[config.mk]
export PLATFORM = sky130hd
export DESIGN_NAME = i2c_start_stop_det
export DESIGN_NICKNAME = d
export VERILOG_FILES = /design/src/rtl/i2c_start_stop_det_pkg.sv /design/src/rtl/i2c_deglitch.sv /design/src/rtl/i2c_start_stop_det.sv
export SDC_FILE = /design/constraint.sdc
export NUM_CORES = 1
export LEC_CHECK = 0
export CORE_MARGIN = 4
export CORE_UTILIZATION = 51
export CTS_CLUSTER_SIZE = 30
export DETAILED_ROUTE_END_ITERATION = 10
export GPL_TIMING_DRIVEN = 0
export PLACE_DENSITY_LB_ADDON = 0.25
export SETUP_SLACK_MARGIN = 0.4
export SYNTH_ARGS = -nofsm -noshare
export SYNTH_HDL_FRONTEND = slang
export SYNTH_HIERARCHICAL = 1
export SYNTH_SLANG_ARGS = --single-unit
[constraint.sdc]
create_clock -name clk -period 1.5 [get_ports clk]
set_input_delay 0.225 -clock clk [delete_from_list [all_inputs] [get_ports clk]]
set_output_delay 0.225 -clock clk [all_outputs]
set_load 0.005 [all_outputs]
[src/rtl/i2c_start_stop_det_pkg.sv]
// Shared definitions for the I2C slave front end: detector state encoding
// and default deglitch settings.
package i2c_start_stop_det_pkg;

   // 2'b11 is never produced by the detector.
   typedef enum logic [1:0] {
      NULL_DET  = 2'b00,
      START_DET = 2'b01,
      STOP_DET  = 2'b10
   } detState_t;

   localparam int unsigned DEB_LEN_DEFAULT = 3;
   localparam int unsigned CNT_W_DEFAULT   = 4;

endpackage

[src/rtl/i2c_deglitch.sv]
// Single-line synchroniser and deglitch filter. The filtered output only
// follows the synchronised line after it has disagreed for DEB_LEN
// consecutive clocks, so shorter pulses are swallowed.
module i2c_deglitch
   import i2c_start_stop_det_pkg::*;
#(
   parameter int unsigned DEB_LEN   = DEB_LEN_DEFAULT,
   parameter int unsigned CNT_W     = CNT_W_DEFAULT,
   parameter logic        RESET_VAL = 1'b1
) (
   input  logic clk,
   input  logic rst,
   input  logic raw,
   output logic filtered
);

   localparam logic [CNT_W-1:0] CNT_LAST = CNT_W'(DEB_LEN - 1);

   logic             s1;
   logic             s2;
   logic [CNT_W-1:0] cnt;

   // Two-flop synchroniser; resets to the idle level so release causes no edge.
   always_ff @(posedge clk or posedge rst) begin
      if (rst) begin
         s1 <= RESET_VAL;
         s2 <= RESET_VAL;
      end else begin
         s1 <= raw;
         s2 <= s1;
      end
   end

   // Count consecutive disagreements; adopt the new level on the DEB_LEN-th one.
   always_ff @(posedge clk or posedge rst) begin
      if (rst) begin
         cnt      <= '0;
         filtered <= RESET_VAL;
      end else if (s2 == filtered) begin
         cnt <= '0;
      end else if (cnt == CNT_LAST) begin
         filtered <= s2;
         cnt      <= '0;
      end else begin
         cnt <= cnt + CNT_W'(1);
      end
   end

endmodule

[src/rtl/i2c_start_stop_det.sv]
// I2C slave front end: filters SCL/SDA, detects START/STOP on the filtered
// lines, keeps a sticky detection state until cleared, and tracks bus-busy.
module i2c_start_stop_det
   import i2c_start_stop_det_pkg::*;
#(
   parameter int unsigned DEB_LEN = DEB_LEN_DEFAULT,
   parameter int unsigned CNT_W   = CNT_W_DEFAULT
) (
   input  logic       clk,
   input  logic       rst,
   input  logic       sclRaw,
   input  logic       sdaRaw,
   input  logic       clearStartStopDet,
   output logic       scl,
   output logic       sdaIn,
   output logic [1:0] startStopDetState,
   output logic       busBusy
);

   detState_t detState;
   logic      sclPrev;
   logic      sdaPrev;
   logic      startSeen;
   logic      stopSeen;

   i2c_deglitch #(
      .DEB_LEN   (DEB_LEN),
      .CNT_W     (CNT_W),
      .RESET_VAL (1'b1)
   ) sclFilter (
      .clk      (clk),
      .rst      (rst),
      .raw      (sclRaw),
      .filtered (scl)
   );

   i2c_deglitch #(
      .DEB_LEN   (DEB_LEN),
      .CNT_W     (CNT_W),
      .RESET_VAL (1'b1)
   ) sdaFilter (
      .clk      (clk),
      .rst      (rst),
      .raw      (sdaRaw),
      .filtered (sdaIn)
   );

   // Keep last cycle's filtered levels so SDA edges can be qualified by a steady-high SCL.
   always_ff @(posedge clk or posedge rst) begin
      if (rst) begin
         sclPrev <= 1'b1;
         sdaPrev <= 1'b1;
      end else begin
         sclPrev <= scl;
         sdaPrev <= sdaIn;
      end
   end

   // SCL must be high on both sides of the SDA edge; simultaneous SCL/SDA moves are ignored.
   assign startSeen = sclPrev && scl && sdaPrev && !sdaIn;
   assign stopSeen  = sclPrev && scl && !sdaPrev && sdaIn;

   // Sticky detection state; a new event always wins over a clear so nothing is lost.
   always_ff @(posedge clk or posedge rst) begin
      if (rst) begin
         detState <= NULL_DET;
         busBusy  <= 1'b0;
      end else if (startSeen) begin
         detState <= START_DET;
         busBusy  <= 1'b1;
      end else if (stopSeen) begin
         detState <= STOP_DET;
         busBusy  <= 1'b0;
      end else if (clearStartStopDet) begin
         detState <= NULL_DET;
      end
   end

   assign startStopDetState = detState;

endmodule

==> impl_metrics.env <==
export IMPL_ys_seq_area_share_pct=60.7
export IMPL_leakage_nw=0.503
export IMPL_wl_met3_um=67
export IMPL_antenna_found_initial=0
export IMPL_max_freq_mhz=857
export IMPL_synthMuxAreaShare_pct=3.76
export IMPL_dr_max_layer_used="met3"
export IMPL_syn_area_um2=800
export IMPL_r2r_start="sclFilter/filtered"
export IMPL_synth_compound_area_share_pct=8.45
export IMPL_initial_core_util_pct=53.7
export IMPL_worstSetupPathType="flop to output pin"
export IMPL_r2r_end="sclFilter/cnt[1]"
export IMPL_portBuffers=9
export IMPL_grt_usage_pct=12.1
export IMPL_cp_end_kind="output pin"
export IMPL_synth_area_leaders="dfrtp_1 34%, dfstp_2 26%, ha_1 6.3%"
export IMPL_dp_hpwl_um=840
export IMPL_cp_slowest_cell="dfstp_2"
export IMPL_fin_hold_ws_ns=0.196
export IMPL_ys_types=21
export IMPL_layout_common_cells="11 x dfrtp_1, 9 x nor2_1, 8 x buf_4, 8 x dfstp_2, 6 x inv_1"
export IMPL_synth_top_family_by_area="simple AND/OR/NAND/NOR gates"
export IMPL_hold_violations=0
export IMPL_synth_xor_area_share_pct=6.57
export IMPL_synthCells=64
export IMPL_dieArea_um2=2270
export IMPL_overflow=0
export IMPL_fin_skew_ns=0.00185
export IMPL_ff2ff_path_depth=4
export IMPL_synthAdderAreaFrac_pct=6.26
export IMPL_n_antenna_cell=0
export IMPL_max_clock_path_buffers=2
export IMPL_crit_path_cell_trace="buf_2"
export IMPL_dr_wl_met2_um=558
export IMPL_grt_max_degree=11
export IMPL_cap_viol_max_count=0
export IMPL_hold_class="input pin to async pin"
export IMPL_rows=14
export IMPL_ant_nets=0
export IMPL_synth_top_cell_area_share_pct=34.4
export IMPL_ys_ff_latch=19
export IMPL_max_slew_margin_pct=82.0
export IMPL_crit_buf_inv=1
export IMPL_drt_first_pass_iters=3
export IMPL_grt_pass1_wl_um=1920
export IMPL_fp_coreArea_um2=1490
export IMPL_p_per_area_nw_per_um2=1770
export IMPL_status="finished clean"
export IMPL_clockRootBuffer="clkbuf_4"
export IMPL_die_w_um=47.6
export IMPL_slowest_delay_ns=0.55
export IMPL_die_h_um=47.6
export IMPL_critPathLaunchType="flop"
export IMPL_wirelength_um=1240
export IMPL_area_growth_pct=28.3
export IMPL_dr_total_vias=507
export IMPL_final_common_cell="dfrtp_1"
export IMPL_finalSetupTns_ns=0
export IMPL_routabilityCongestion=0.731
export IMPL_wl_per_cell_um=12.0
export IMPL_slew_viol_final=0
export IMPL_period_share_pct=77.8
export IMPL_clock_sinks=19
export IMPL_ys_warn_count=6
export IMPL_fin_util_pct=68.9
export IMPL_fin_nets=97
export IMPL_drive_above_1_share_pct=44.8
export IMPL_first_global_vias=492
export IMPL_cp_startpoint="sdaFilter/filtered"
export IMPL_synth_simple_area_share_pct=11.4
export IMPL_drt_iter0_markers=7
export IMPL_setup_violations=0
export IMPL_io_pins=10
export IMPL_clk_pin_slew_ns=0.10
export IMPL_fin_crit_ns=1.17
export IMPL_rsz0062_at_grt="yes"
export IMPL_cts_tree="built"
export IMPL_worstMarginPinSlew_ns=0.270
export IMPL_path_max_fanout=2
export IMPL_critPathRequiredTime_ns=1.27
export IMPL_syn_area_per_cell_um2=12.5
export IMPL_clk_latency_ns=0.28
export IMPL_drc=0
export IMPL_htreeDepth=1
export IMPL_via_per_inst=4.92
export IMPL_cp_arrival_ns=0.94
export IMPL_path_depth=1
export IMPL_drt_met1_wl_um=612
export IMPL_synth_largest_area_cell="dfrtp_1"
export IMPL_ir_drop_v=0.000778
export IMPL_cp_endpoint="sdaIn"
export IMPL_ff2ff_setup_slack_ns=0.38
export IMPL_numCtsBuffers=3
export IMPL_cpLargestDelayFamily="flip-flops"
export IMPL_syn_nets=73
==> kinds of logic after synthesis <==
| kind of cell | Yosys count |
|---|---|
| compound gates | 9 |
| mux | 2 |
| xor+xnor | 6 |
| buf+inv | 6 |
| simple gates | 18 |
| flops | 19 |
| fa+ha+maj | 4 |
==> per-stage QoR <==
step                power [mW]  worst slack, ns  cell area, um^2  cells
detailed placement        1.36            0.140              910     89
CTS                       1.67            0.333              963    100
global placement          1.34            0.153              910     89
floorplan                 1.17            0.462              800     64
global route              1.93            0.298             1030    103
finish                    1.82            0.333             1030    103
==> timing repair <==
item | in CTS | in global routing
endpoints found under the setup margin | 12 | 14
pin swaps | 1 | 5
gates resized for setup | 20 | 9
gates cloned | 0 | 0
buffers inserted | 7 | 3
hold buffers | 0 | 0
==> area by class of cell <==
type                            instances  area (um^2)
Multi-Input combinational cell         39          318
Clock buffer                            4         26.3
Timing Repair Buffer                   19          154
Sequential cell                        19          485
Tap cell                               16         20.0
Inverter                                6         22.5
Fill cell                             101          463
==> worst reg2reg max path: stages (launching register included) <==
cell and delay, ns:
dfstp_2 0.56, buf_6 0.13, xnor2_2 0.11, a21o_1 0.17
nor2_1 0.06
==> worst min path at each step <==
stage          slack, ns              endpoint  cells after the start
2_1_floorplan      0.002               busBusy                      1
3_3_place_gp        0.35          sclFilter/s2                      0
3_5_place_dp        0.35          sclFilter/s2                      0
4_1_cts             0.19  startStopDetState[1]                      2
5_1_grt             0.23  startStopDetState[0]                      2
6_report            0.20  startStopDetState[0]                      2
==> power breakdown <==
part | switching [mW] | internal (mW)
clock | 0.140 | 0.103
combinational | 0.324 | 0.448
sequential | 0.106 | 0.696
total | 0.570 | 1.25
==> sequential cells by signal, indices dropped and copies added, names as in the netlist <==
| signal | count |
|---|---|
| busBusy | 1 |
| sdaFilter/filtered | 1 |
| sclFilter/s2 | 1 |
| sclFilter/cnt | 4 |
| sdaPrev | 1 |
| sclFilter/filtered | 1 |
| sdaFilter/s2 | 1 |
| sdaFilter/cnt | 4 |
| sclPrev | 1 |
| sclFilter/s1 | 1 |
| sdaFilter/s1 | 1 |
| startStopDetState | 2 |
==> routing by layer <==
layer | global-route usage (%) | vias to the layer above
met5 | 0 | -
met1 | 15.6 | 244
met2 | 19.3 | 8
li1 | - | 255
met4 | 6.45 | 0
met3 | 2.26 | 0
==> Yosys cell counts <==
| master | number |
|---|---|
| a31oi_1 | 2 |
| a2bb2oi_1 | 1 |
| a22oi_2 | 1 |
| a21o_1 | 1 |
| xor2_1 | 2 |
| nand2_1 | 3 |
| mux2_4 | 2 |
| nor2_1 | 9 |
| nor2_2 | 2 |
| dfstp_2 | 8 |
| a21oi_1 | 1 |
| a21o_2 | 1 |
| dfrtp_1 | 11 |
| o21bai_1 | 1 |
| o21ai_0 | 1 |
| nand3_1 | 2 |
| xnor2_1 | 4 |
| nand3_2 | 1 |
| ha_1 | 4 |
| inv_1 | 6 |
| nand2b_4 | 1 |
No activity file was read; power rests on OpenSTA's default activity.
